`src/rtl/bram_rd_pkg.sv`:
```
`timescale 1ns/1ps
`default_nettype none
// +----------------------------------------------------------------------+
// | Module   : bram_rd_pkg                                               |
// | Purpose  : shared FSM states and output-buffer constants for the     |
// |            BRAM stream reader.                                       |
// | Revision : 1.0                                                       |
// +----------------------------------------------------------------------+
package bram_rd_pkg;

  typedef enum logic [1:0] {
    IDLE  = 2'd0,
    RUN   = 2'd1,
    DRAIN = 2'd2
  } rd_state_t;

  localparam int FIFO_DEPTH = 4;
  localparam int FIFO_CNT_W = $clog2(FIFO_DEPTH + 1);

endpackage
`default_nettype wire

```
`src/rtl/rd_skid_fifo.sv`:
```
`timescale 1ns/1ps
`default_nettype none
// +----------------------------------------------------------------------+
// | Module   : rd_skid_fifo                                              |
// | Purpose  : small power-of-two FIFO with occupancy count; the head    |
// |            entry is presented combinationally on pop_data.           |
// | Revision : 1.0                                                       |
// +----------------------------------------------------------------------+
module rd_skid_fifo
  import bram_rd_pkg::*;
#(
  parameter int DATA_W = 8,
  parameter int DEPTH  = FIFO_DEPTH
) (
  input  logic                       clk,
  input  logic                       rst_n,
  input  logic                       push,
  input  logic [DATA_W-1:0]          push_data,
  input  logic                       pop,
  output logic [DATA_W-1:0]          pop_data,
  output logic [$clog2(DEPTH+1)-1:0] count,
  output logic                       empty
);

  localparam int c_ptr_w = $clog2(DEPTH);
  localparam int c_cnt_w = $clog2(DEPTH + 1);
  localparam logic [c_ptr_w-1:0] c_ptr_one = c_ptr_w'(1);
  localparam logic [c_cnt_w-1:0] c_cnt_one = c_cnt_w'(1);
  localparam logic [c_cnt_w-1:0] c_full    = c_cnt_w'(DEPTH);

  logic [DATA_W-1:0]  r_mem [DEPTH];
  logic [c_ptr_w-1:0] r_wr_ptr;
  logic [c_ptr_w-1:0] r_rd_ptr;
  logic [c_cnt_w-1:0] r_count;
  logic               w_push_ok;
  logic               w_pop_ok;

  assign w_push_ok = push && (r_count != c_full);
  assign w_pop_ok  = pop && (r_count != '0);

  always_ff @(posedge clk or negedge rst_n) begin
    if (!rst_n) begin
      for (int i = 0; i < DEPTH; i++) r_mem[i] <= '0;
      r_wr_ptr <= '0;
      r_rd_ptr <= '0;
      r_count  <= '0;
    end else begin
      if (w_push_ok) begin
        r_mem[r_wr_ptr] <= push_data;
        r_wr_ptr        <= r_wr_ptr + c_ptr_one;
      end
      if (w_pop_ok) r_rd_ptr <= r_rd_ptr + c_ptr_one;
      case ({w_push_ok, w_pop_ok})
        2'b10:   r_count <= r_count + c_cnt_one;
        2'b01:   r_count <= r_count - c_cnt_one;
        default: r_count <= r_count;
      endcase
    end
  end

  assign pop_data = r_mem[r_rd_ptr];
  assign count    = r_count;
  assign empty    = (r_count == '0);

endmodule
`default_nettype wire

```
`src/rtl/bram_stream_reader.sv`:
```
`timescale 1ns/1ps
`default_nettype none
// +----------------------------------------------------------------------+
// | Module   : bram_stream_reader                                        |
// | Purpose  : turns (base, len) commands into BRAM reads and a          |
// |            back-pressured output stream. Optional m_last output is   |
// |            enabled by defining BRAM_RD_LAST_EN.                      |
// | Revision : 1.0                                                       |
// +----------------------------------------------------------------------+
module bram_stream_reader
  import bram_rd_pkg::*;
#(
  parameter int DATA_W = 8,
  parameter int ADDR_W = 10
) (
  input  logic              clk,
  input  logic              rst_n,
  input  logic              cmd_valid,
  output logic              cmd_ready,
  input  logic [ADDR_W-1:0] cmd_base,
  input  logic [ADDR_W:0]   cmd_len,
  output logic [ADDR_W-1:0] r_addr,
  input  logic [DATA_W-1:0] bram_dout,
  output logic              m_valid,
  input  logic              m_ready,
  output logic [DATA_W-1:0] m_data,
  output logic              busy,
  output logic              done
`ifdef BRAM_RD_LAST_EN
  ,
  output logic              m_last
`endif
);

`ifdef BRAM_RD_LAST_EN
  localparam int c_fifo_w = DATA_W + 1;
`else
  localparam int c_fifo_w = DATA_W;
`endif
  localparam int c_occ_w = FIFO_CNT_W + 1;
  localparam logic [ADDR_W-1:0] c_addr_one = ADDR_W'(1);
  localparam logic [ADDR_W:0]   c_len_one  = (ADDR_W + 1)'(1);

  rd_state_t           r_state;
  rd_state_t           w_state_nxt;
  logic                r_done;
  logic                w_done_nxt;
  logic [ADDR_W-1:0]   r_next_addr;
  logic [ADDR_W:0]     r_remain;
  logic                r_v1;
  logic                r_v2;
  logic                w_start;
  logic                w_issue;
  logic                w_last_issue;
  logic                w_drain_done;
  logic                w_pop;
  logic                w_empty;
  logic [FIFO_CNT_W-1:0] w_count;
  logic [c_occ_w-1:0]  w_occ;
  logic [c_occ_w-1:0]  w_lim;
  logic [c_fifo_w-1:0] w_push_data;
  logic [c_fifo_w-1:0] w_head;

  // Credit check: buffered + in-flight words must leave room, a same-cycle pop frees one.
  assign w_occ        = c_occ_w'(w_count) + c_occ_w'(r_v1) + c_occ_w'(r_v2);
  assign w_lim        = c_occ_w'(FIFO_DEPTH) + c_occ_w'(w_pop);
  assign w_start      = (r_state == IDLE) && cmd_valid && (cmd_len != '0);
  assign w_issue      = (r_state == RUN) && (w_occ < w_lim);
  assign w_last_issue = w_issue && (r_remain == c_len_one);
  assign w_drain_done = (r_state == DRAIN) && !r_v1 && !r_v2 && w_empty;

  always_ff @(posedge clk or negedge rst_n) begin
    if (!rst_n) begin
      r_state <= IDLE;
      r_done  <= 1'b0;
    end else begin
      r_state <= w_state_nxt;
      r_done  <= w_done_nxt;
    end
  end

  always_comb begin
    w_state_nxt = r_state;
    w_done_nxt  = 1'b0;
    cmd_ready   = 1'b0;
    busy        = 1'b0;
    case (r_state)
      IDLE: begin
        cmd_ready = 1'b1;
        if (cmd_valid) begin
          if (cmd_len == '0) w_done_nxt  = 1'b1;
          else               w_state_nxt = RUN;
        end
      end
      RUN: begin
        busy = 1'b1;
        if (w_last_issue) w_state_nxt = DRAIN;
      end
      DRAIN: begin
        busy = 1'b1;
        if (w_drain_done) begin
          w_state_nxt = IDLE;
          w_done_nxt  = 1'b1;
        end
      end
      default: w_state_nxt = IDLE;
    endcase
  end

  // Two-stage read pipeline: address on r_addr, then BRAM data, then FIFO push.
  always_ff @(posedge clk or negedge rst_n) begin
    if (!rst_n) begin
      r_addr      <= '0;
      r_next_addr <= '0;
      r_remain    <= '0;
      r_v1        <= 1'b0;
      r_v2        <= 1'b0;
    end else begin
      if (w_start) begin
        r_next_addr <= cmd_base;
        r_remain    <= cmd_len;
      end else if (w_issue) begin
        r_addr      <= r_next_addr;
        r_next_addr <= r_next_addr + c_addr_one;
        r_remain    <= r_remain - c_len_one;
      end
      r_v1 <= w_issue;
      r_v2 <= r_v1;
    end
  end

`ifdef BRAM_RD_LAST_EN
  logic r_l1;
  logic r_l2;

  always_ff @(posedge clk or negedge rst_n) begin
    if (!rst_n) begin
      r_l1 <= 1'b0;
      r_l2 <= 1'b0;
    end else begin
      r_l1 <= w_last_issue;
      r_l2 <= r_l1;
    end
  end

  assign w_push_data = {r_l2, bram_dout};
  assign m_data      = w_head[DATA_W-1:0];
  assign m_last      = w_head[DATA_W];
`else
  assign w_push_data = bram_dout;
  assign m_data      = w_head;
`endif

  assign m_valid = !w_empty;
  assign w_pop   = m_valid && m_ready;
  assign done    = r_done;

  rd_skid_fifo #(
    .DATA_W (c_fifo_w),
    .DEPTH  (FIFO_DEPTH)
  ) u_fifo (
    .clk       (clk),
    .rst_n     (rst_n),
    .push      (r_v2),
    .push_data (w_push_data),
    .pop       (w_pop),
    .pop_data  (w_head),
    .count     (w_count),
    .empty     (w_empty)
  );

endmodule
`default_nettype wire

```
`config.mk`:
```
export PLATFORM = sky130hd
export DESIGN_NAME = bram_stream_reader
export DESIGN_NICKNAME = d
export VERILOG_FILES = /design/src/rtl/bram_rd_pkg.sv /design/src/rtl/rd_skid_fifo.sv /design/src/rtl/bram_stream_reader.sv
export SDC_FILE = /design/constraint.sdc
export NUM_CORES = 1
export LEC_CHECK = 0
export BUFFER_PORTS_ARGS = -buffer_cell sky130_fd_sc_hd__buf_4
export CAP_MARGIN = 10
export CELL_PAD_IN_SITES_DETAIL_PLACEMENT = 1
export CELL_PAD_IN_SITES_GLOBAL_PLACEMENT = 2
export CORE_MARGIN = 10
export CORE_UTILIZATION = 41
export CTS_CLUSTER_SIZE = 30
export DETAILED_ROUTE_END_ITERATION = 10
export GPL_TIMING_DRIVEN = 0
export MAX_ROUTING_LAYER = met4
export PLACE_DENSITY_LB_ADDON = 0.1
export SLEW_MARGIN = 20
export SYNTH_ARGS = -nofsm -noshare
export SYNTH_HDL_FRONTEND = slang
export SYNTH_HIERARCHICAL = 1
export SYNTH_SLANG_ARGS = --single-unit
```
`constraint.sdc`:
```
create_clock -name clk -period 6.9 [get_ports clk]
set_input_delay 1.38 -clock clk [delete_from_list [all_inputs] [get_ports clk]]
set_output_delay 1.38 -clock clk [all_outputs]
set_load 0.05 [all_outputs]
```
==> flow_summary.yaml, run 1 <==
timing:
  tightest_slew_ps: 966
  hold_viol_final: 0
  fin_crit_ps: 3180
  setup-tns-final_ps: 0
  fin_skew_ps: 10.1
  whs_ps: 411
  maxSlewViolCount: 0
  rsz0062_at_grt: "false"
  finalSetupViolCount: 0
  fmax_ghz: 0.314
  relSlewSlack_pct: 35.6
  setup_slack_ps: 3720
  min_period_over_period_pct: 46.1
critical_path:
  required_ps: 7180
  reg2reg_from: "r_v2"
  slowest_stage: "o31ai_2"
  cp-end-kind: "flop"
  path_buf_inv: 2
  r2r-end: "r_state[1]"
  crit_arrival_ps: 3460
  reg2reg_depth: 11
  start_kind: "input port"
  worst-setup-path-type: "input port to flop"
  cp_cell_sequence: "buf_4, or4_1, o31ai_2, buf_2, nor2_1, a31oi_1"
  path_max_fanout: 10
  cp_top_family: "compound AO/OA/AOI/OAI gates"
  cpPeakStageDelay_ps: 680
  r2r_slack_ps: 3800
cts:
  htreeDepth: 3
  cts_buffers: 9
  clockRootBuffer: "clkbuf_8"
  cts.sinks: 75
  post_cts_resized: 0
  cts_tree: "yes"
  clk_pin_slew_ps: 80
  hold_buffers: 0
  post-cts-setup-buffers: 0
  cts_buffer_depth: 2
  clk_latency_ps: 360
routing:
  drc_errors: 0
  wire_per_inst_um: 19.1
  post_drt_via_cell_ratio: 5.51
  num_vias: 2737
  wl_um: 9500
  drtAntennaViolNets: 0
  firstDrtPassIters: 4
  drt_iter0_markers: 98
floorplan:
  core_um2: 9150
  ios: 55
  die_area_um2: 13600
  fp-row-count: 35
  chipHeight_um: 116
  initial_core_util_pct: 41.7
  die_width_um: 116
power:
  p_leak_nw: 1.96
  ir_drop_mv: 0.206
  power_density_nw_per_um2: 547
global_route:
  grt_pass1_vias: 3144
  grt_first_pass_wirelength_um: 16100
  overflow: 0
  grt_usage_pct: 15.5
  grt_max_degree: 76
  antenna_found_initial: 0
min_path:
  hold_end: "r_v2"
  hold_path_depth: 0
  hp-class: "flop to flop"
  holdCritStartpoint: "r_v1"
yosys:
  synth_fp_nets: 363
  synth_edf_count: 0
  yosys_most_used_dff: "dfrtp_1"
  seq_area_frac_synth_pct: 49.2
  ys_types: 56
  syn_area_um2: 3810
  ys_seq_elements: 75
  async_flop_share_pct: 100
  syn_avg_cell_area_um2: 12.1
  synthesis.instances: 316
  synth-warning-count: 6
layout:
  drive_gt1_share_pct: 36.3
  final_nets: 428
  stdcell_area_um2: 4590
  area_growth_pct: 20.3
  final_cell_mix: "75 x dfrtp_1, 54 x buf_4, 44 x mux2_2"
  layout_commonest_cell: "dfrtp_1"
  diodes: 0
  utilization_pct: 50.1
placed_design:
  pre_cts_ws_ps: 3320
  placed_area_um2: 4360
  hpwl_um: 6690
  io_buffers: 54
  gp_congestion: 0.743
job:
  maxCapViolCount: 0
status:
  status: "completed"
final cells by class:
cell class                 count  area (um^2)
timing repair buffer          54          405
buffer                        11         47.5
multi-input combinational    211         1820
inverter                      19         71.3
clock inverter                 7          105
tap                          111          139
clock buffer                   9          124
sequential                    75         1880
fill                         998         4560
state kept, by name, indices dropped and copies added, names as in the netlist, 2 cells and up:
| signal | cells |
|---|---|
| u_fifo/count | 3 |
| u_fifo/r_rd_ptr | 2 |
| u_fifo/r_mem | 32 |
| u_fifo/r_wr_ptr | 2 |
| r_remain | 11 |
| r_next_addr | 10 |
| r_state | 2 |
| r_addr | 10 |
worst reg2reg max path: stages (launching register included):
cell	delay, ps
dfrtp_1	480
inv_1	100
fa_1	400
inv_1	70
ha_1	220
and4bb_1	390
o211ai_1	140
buf_2	230
inv_1	130
clkbuf_1	470
o2111ai_1	200
a2bb2oi_1	200
power breakdown:
group / total, mW / internal [mW] / leakage (nW) / switching, mW
Sequential: 0.829 / 0.658 / 0.889 / 0.171
Clock: 0.401 / 0.210 / 0.113 / 0.191
Combinational: 1.28 / 0.528 / 0.956 / 0.750
Total: 2.51 / 1.40 / 1.96 / 1.11
Yosys cell counts (2+ instances only):
cell type  count  area share [%]
dfrtp_1       75              49
fa_1           2             1.0
nor4_1         3            0.49
nor2_1        14             1.4
nor3_1         4            0.52
o31ai_1        4            0.79
nor2_2         4            0.66
mux2i_1        2            0.52
o211ai_1       3            0.59
a31oi_1        9             1.5
o41ai_1        2            0.46
o22a_1         2            0.46
mux2_2        44              13
o2111ai_1      2            0.46
and4_1         3            0.69
nand2_1       15             1.5
buf_2          5            0.66
mux4_2         8             4.7
o21ai_1        5            0.66
clkbuf_1       5            0.49
inv_1         19             1.9
ha_1          12             3.9
o311ai_0       2            0.46
xnor2_1        7             1.6
a21oi_1        8             1.0
xor2_1         5             1.1
nand3_1        2            0.26
or4_1          8             1.6
o31a_1         4            0.92
o21ai_0        8             1.0
or3_1          4            0.66
nand4_1        2            0.33
worst max-delay path by stage:
stage | endpoint | slack [ps] | cells past startpoint | start
after global placement | r_next_addr[5] | 3360 | 6 | cmd_len[1]
after CTS | r_next_addr[7] | 3700 | 6 | cmd_len[1]
final | r_remain[10] | 3720 | 6 | cmd_len[1]
after global routing | r_state[1] | 3490 | 11 | r_v2
after detailed placement | r_remain[10] | 3320 | 6 | cmd_len[1]
after floorplan | r_addr[0] | 3830 | 4 | cmd_len[4]
cell families after synthesis:
group	count (synthesis)	synth area share [%]
AO/OA/AOI/OAI	57	10.3
XOR/XNOR	12	2.75
adder cells (fa/ha/maj)	14	4.99
buffers and inverters	30	3.12
flip-flops	75	49.2
multiplexers	54	18.2
AND/OR/NAND/NOR	74	11.4
per-stage QoR:
step / total power [mW] / instances
finish: 2.51 / 497
global route: 2.70 / 497
CTS: 2.55 / 497
detailed placement: 2.13 / 481
global placement: 2.09 / 481
floorplan: 1.76 / 316
metal layers:
layer / global-route usage (%) / routed length, um / part of all wire (%) / vias up
met2: 26.4 / 4840 / 51 / 33
met3: 2.57 / 241 / 2.5 / 13
met5: - / 0 / 0 / -
met4: 5.50 / 127 / 1.3 / 0
met1: 18.2 / 4290 / 45 / 1402
li1: - / - / - / 1289
No activity file was read; power rests on OpenSTA's default activity.
==> run 2: changes to the inputs <==
CORE_UTILIZATION = 35   (was 41)
clock period = 2.6 ns   (was 6.9 ns; I/O delays follow)
==> run 2 against run 1 <==
- combinational power rose to 3.1 times the previous value
- first-iteration DRC count grew 42%
- sequential cell count stayed put
- register-to-register slack lost 3800 ps
- cell count up 8.7%
- wire length grew 3.9%
- the flow now finishes with violations (negative setup slack)
- power rose to 2.9 times the previous value
- core utilization shrank 4.5 points
- sequential power rose to 2.7 times the previous value
- critical path depth rose by 5
- largest power group unchanged
==> flow_summary.yaml, run 2 (synthesis results as in run 1) <==
critical_path:
  path_max_fanout: 5
  worst-setup-path-type: "flop to flop"
  reg2reg_from: "u_fifo/count[0]"
  required_ps: 2840
  crit_arrival_ps: 2840
  r2r_slack_ps: -0.7
  r2r-end: "r_addr[9]"
  reg2reg_depth: 11
  cp-end-kind: "flop"
  start_kind: "flop"
power:
  ir_drop_mv: 0.648
  total_power_mw: 7.20
  p_leak_nw: 2.10
  power_density_nw_per_um2: 1470
timing:
  setup-tns-final_ps: -0.667
  maxSlewViolCount: 0
  fin_skew_ps: 10.6
  rsz0062_at_grt: "true"
  hold_viol_final: 0
  relSlewSlack_pct: 51.1
  min_period_over_period_pct: 100
  fin_crit_ps: 2600
  setup_slack_ps: -0.667
  tightest_slew_ps: 729
  finalSetupViolCount: 1
  fmax_ghz: 0.385
layout:
  final_cell_mix: "73 x dfrtp_1, 66 x buf_4, 34 x mux2_2"
  layout_commonest_cell: "dfrtp_1"
  diodes: 0
  drive_gt1_share_pct: 43.3
  area_growth_pct: 28.5
  reg_top3: "u_fifo/r_mem x32, r_remain x11"
  final_nets: 442
  largest_reg_flops: 32
  top_register: "u_fifo/r_mem"
cts:
  clockRootBuffer: "clkbuf_8"
  hold_buffers: 0
  cts.sinks: 75
  clk_pin_slew_ps: 90
  cts_tree: "yes"
  clk_latency_ps: 350
  cts_buffers: 9
  htreeDepth: 3
  cts_buffer_depth: 2
global_route:
  antenna_found_initial: 0
  grt_pass1_vias: 3061
  busiest_layer: "met2"
  gr-usage-met1_pct: 16.8
  grt_max_degree: 76
  grt_first_pass_wirelength_um: 16200
  grt_usage_pct: 13.0
  use_met3_pct: 3.19
  overflow: 0
  met2_usage_pct: 20.0
floorplan:
  initial_core_util_pct: 35.5
  ios: 55
  fp-row-count: 38
  chipHeight_um: 124
  core_um2: 10700
  die_area_um2: 15500
  die_width_um: 124
job:
  maxCapViolCount: 0
placed_design:
  pre_cts_ws_ps: -513
  gp_congestion: 0.733
  hpwl_um: 6720
  io_buffers: 54
routing:
  post_drt_via_cell_ratio: 5.19
  num_vias: 2800
  wire_per_inst_um: 18.3
  wl_um: 9870
  drc_errors: 0
  drtAntennaViolNets: 0
  firstDrtPassIters: 4
  drt_iter0_markers: 139
status:
  status: "finished, violations left"
  violations: "negative setup slack"
min_path:
  hp-class: "input port to async pin"
==> run 2: cell count changes in the layout (fill, tap and decap cells not counted), moves of 4 or more <==
cell	before	now
buf_4	54	66
inv_1	19	15
inv_2	0	4
mux2_2	44	34
mux2_4	0	10
==> run 2: worst max-delay path by stage <==
stage / cells past startpoint / start / to / slack, ps
finish: 11 / u_fifo/count[0] / r_addr[9] / -0.7
global route: 11 / u_fifo/count[0] / r_addr[9] / -100
CTS: 9 / r_v1 / r_next_addr[9] / 20
detailed placement: 11 / u_fifo/count[0] / r_state[1] / -510
global placement: 11 / u_fifo/count[0] / r_state[1] / -470
floorplan: 11 / r_v2 / r_state[1] / 110
==> run 2: per-stage QoR <==
stage	cells	hold slack [ps]	utilization (%)	cell area, um^2
detailed placement	510	399	40.9	4400
CTS	533	356	44.0	4720
floorplan	316	224	-	3810
global placement	510	393	40.9	4400
global route	540	27.9	45.6	4900
finish	540	39.9	45.6	4900
==> run 2: metal layers <==
layer  part of all wire (%)  up-vias
met3                    2.3        7
met1                     49     1421
li1                       -     1326
met5                      0        -
met2                     48       46
met4                    1.1        0
==> run 2: cell type report <==
cell class	instances	area, um^2
Multi-Input combinational cell	211	1920
Sequential cell	75	1880
Fill cell	1191	5840
Buffer	10	57.6
Timing Repair Buffer	69	572
Clock inverter	7	105
Tap cell	140	175
Inverter	19	71.3
Clock buffer	9	124
==> run 2: power by group <==
group	total, mW	switching [mW]	internal, mW
Clock	1.05	0.493	0.558
Sequential	2.20	0.454	1.75
Combinational	3.94	2.15	1.80
Total	7.20	3.09	4.10
==> run 2: critical path, stage by stage (launching register included) <==
cell	delay, ps
dfrtp_2	390
inv_2	40
fa_2	380
inv_2	70
ha_4	180
and4bb_2	360
o211ai_1	110
buf_4	170
buf_6	120
nor2_4	170
clkbuf_16	180
mux2_4	290
==> run 2: what timing repair did <==
item,CTS,global route
endpoints found under the setup margin,29,25
setup buffers,7,6
pin swaps,2,11
gates cloned,0,1
gates resized for setup,11,27
==> run 3: changes to the inputs <==
CORE_UTILIZATION = 38   (was 35)
clock period = 2.7 ns   (was 2.6 ns; I/O delays follow)
==> run 3 against run 2 <==
- the flow now finishes without violations
- sequential power down 4%
- first-iteration DRC count down 27%
- register-to-register slack better by 170 ps
- maximum frequency up 2.6%
- critical path type unchanged
- largest cell class is now sequential cells
- largest power group unchanged
==> flow_summary.yaml, run 3 (synthesis results as in run 1) <==
status:
  status: "completed"
routing:
  drtAntennaViolNets: 0
  wire_per_inst_um: 18.4
  num_vias: 2773
  post_drt_via_cell_ratio: 5.27
  drc_errors: 0
  firstDrtPassIters: 4
  wl_um: 9700
  drt_iter0_markers: 102
global_route:
  grt_pass1_vias: 3060
  grt_first_pass_wirelength_um: 16000
  antenna_found_initial: 0
  grt_max_degree: 76
  overflow: 0
  grt_usage_pct: 14.0
cts:
  htreeDepth: 3
  cts_buffer_depth: 2
  cts_tree: "yes"
  cts_buffers: 9
  hold_buffers: 0
  clockRootBuffer: "clkbuf_8"
  clk_latency_ps: 350
  clk_pin_slew_ps: 90
  cts.sinks: 75
timing:
  fin_skew_ps: 7.30
  finalSetupViolCount: 0
  fin_crit_ps: 2540
  setup_slack_ps: 165
  hold_viol_final: 0
  maxSlewViolCount: 0
  fmax_ghz: 0.394
  min_period_over_period_pct: 93.9
  rsz0062_at_grt: "false"
  relSlewSlack_pct: 34.5
  tightest_slew_ps: 982
power:
  p_clk_share_pct: 14.1
  power_density_nw_per_um2: 1380
  ir_drop_mv: 0.570
  intPower_mw: 3.62
  switching_power_mw: 2.88
  combPwrFrac_pct: 53.4
  p_leak_nw: 1.99
  seqPwrFrac_pct: 32.5
  netSwitchingFraction_pct: 44.3
critical_path:
  required_ps: 2970
  cpMostUsedCell: "inv_1"
  worst-setup-path-type: "flop to flop"
  cp_cell_sequence: "inv_1, fa_2, inv_1, ha_1, and4bb_4, o211ai_1, buf_4, or4_1, a31oi_1"
  slowest_stage: "or4_1"
  cpPeakStageDelay_ps: 500
  cp-end-kind: "flop"
  crit_arrival_ps: 2810
  path_max_fanout: 10
  path_buf_inv: 3
  start_kind: "flop"
  cp_top_family: "simple AND/OR/NAND/NOR gates"
layout:
  layout_commonest_cell: "dfrtp_1"
  area_growth_pct: 23.1
  reg_top3: "u_fifo/r_mem x32, r_remain x11"
  final_cell_mix: "73 x dfrtp_1, 62 x buf_4, 44 x mux2_2"
  drive_gt1_share_pct: 39.4
  largest_reg_flops: 32
  stdcell_area_um2: 4700
  final_nets: 435
  top_register: "u_fifo/r_mem"
  diodes: 0
floorplan:
  die_width_um: 120
  die_area_um2: 14400
  fp-row-count: 36
  core_um2: 9770
  initial_core_util_pct: 39.0
  ios: 55
  chipHeight_um: 120
placed_design:
  hpwl_um: 6770
  placed_area_um2: 4390
  pre_cts_ws_ps: -380
  io_buffers: 54
  gp_congestion: 0.724
job:
  maxCapViolCount: 0
min_path:
  hp-class: "input port to async pin"
==> run 3: cell types whose count changed in the layout (fill, tap and decap cells not counted), moves of 2 or more <==
cell | before | now
mux2_2 | 34 | 44
mux2_4 | 10 | 0
buf_4 | 66 | 62
inv_1 | 15 | 19
inv_2 | 4 | 0
o31ai_1 | 2 | 4
o31ai_2 | 3 | 1
==> run 3: final cells by class <==
cell class / instances / area [um^2]
timing repair buffer: 61 / 470
multi-input combinational: 211 / 1840
sequential: 75 / 1880
clock inverter: 7 / 82.6
inverter: 19 / 71.3
buffer: 11 / 61.3
tap: 133 / 166
clock buffer: 9 / 124
fill: 1105 / 5080
==> run 3: path summary, 6_finish.rpt <==
| kind | startpoint | endpoint | slack [ps] | cells after the start |
|---|---|---|---|---|
| hold reg to reg | r_v1 | r_v2 | 410 | 0 |
| hold / removal | rst_n | u_fifo/count[1] | 340 | 1 |
| min in group clk | cmd_len[6] | r_remain[6] | 400 | 3 |
| setup reg to reg | r_v1 | r_next_addr[9] | 160 | 9 |
| setup / recovery | r_v1 | r_next_addr[9] | 160 | 9 |
| max in group asynchronous | rst_n | r_v2 | 1690 | 1 |
==> run 3: power groups by stage <==
stage,Clock (mW),Sequential [mW],Combinational [mW]
detailed placement,0,2.14,3.32
global placement,0,2.11,3.25
floorplan,0,2.26,2.23
CTS,0.957,2.12,3.40
global route,1.00,2.21,3.78
finish,0.919,2.11,3.47
==> run 3: repair_timing <==
item / CTS / global route
setup endpoints to repair: 26 / 24
pin swaps: 1 / 1
endpoints found under the hold margin: 0 / 0
resized for setup: 9 / 7
buffers inserted: 1 / 6
==> run 3: per-layer routing <==
layer / routed length (um) / global-route usage (%) / vias up
met4: 91 / 3.62 / 0
met5: 0 / - / -
li1: - / - / 1304
met1: 4380 / 17.2 / 1418
met3: 303 / 3.02 / 8
met2: 4920 / 23.1 / 43
==> run 3: per-stage QoR <==
| stage | TNS [ps] | util, % | instances | total power [mW] | hold slack, ps |
|---|---|---|---|---|---|
| CTS | 0 | 47.4 | 520 | 6.48 | 376 |
| global route | 0 | 48.0 | 526 | 6.99 | 395 |
| finish | 0 | 48.0 | 526 | 6.50 | 336 |
| detailed placement | -4780 | 44.9 | 503 | 5.46 | 403 |
| global placement | -4200 | 44.9 | 503 | 5.36 | 401 |
| floorplan | 0 | - | 316 | 4.49 | 244 |
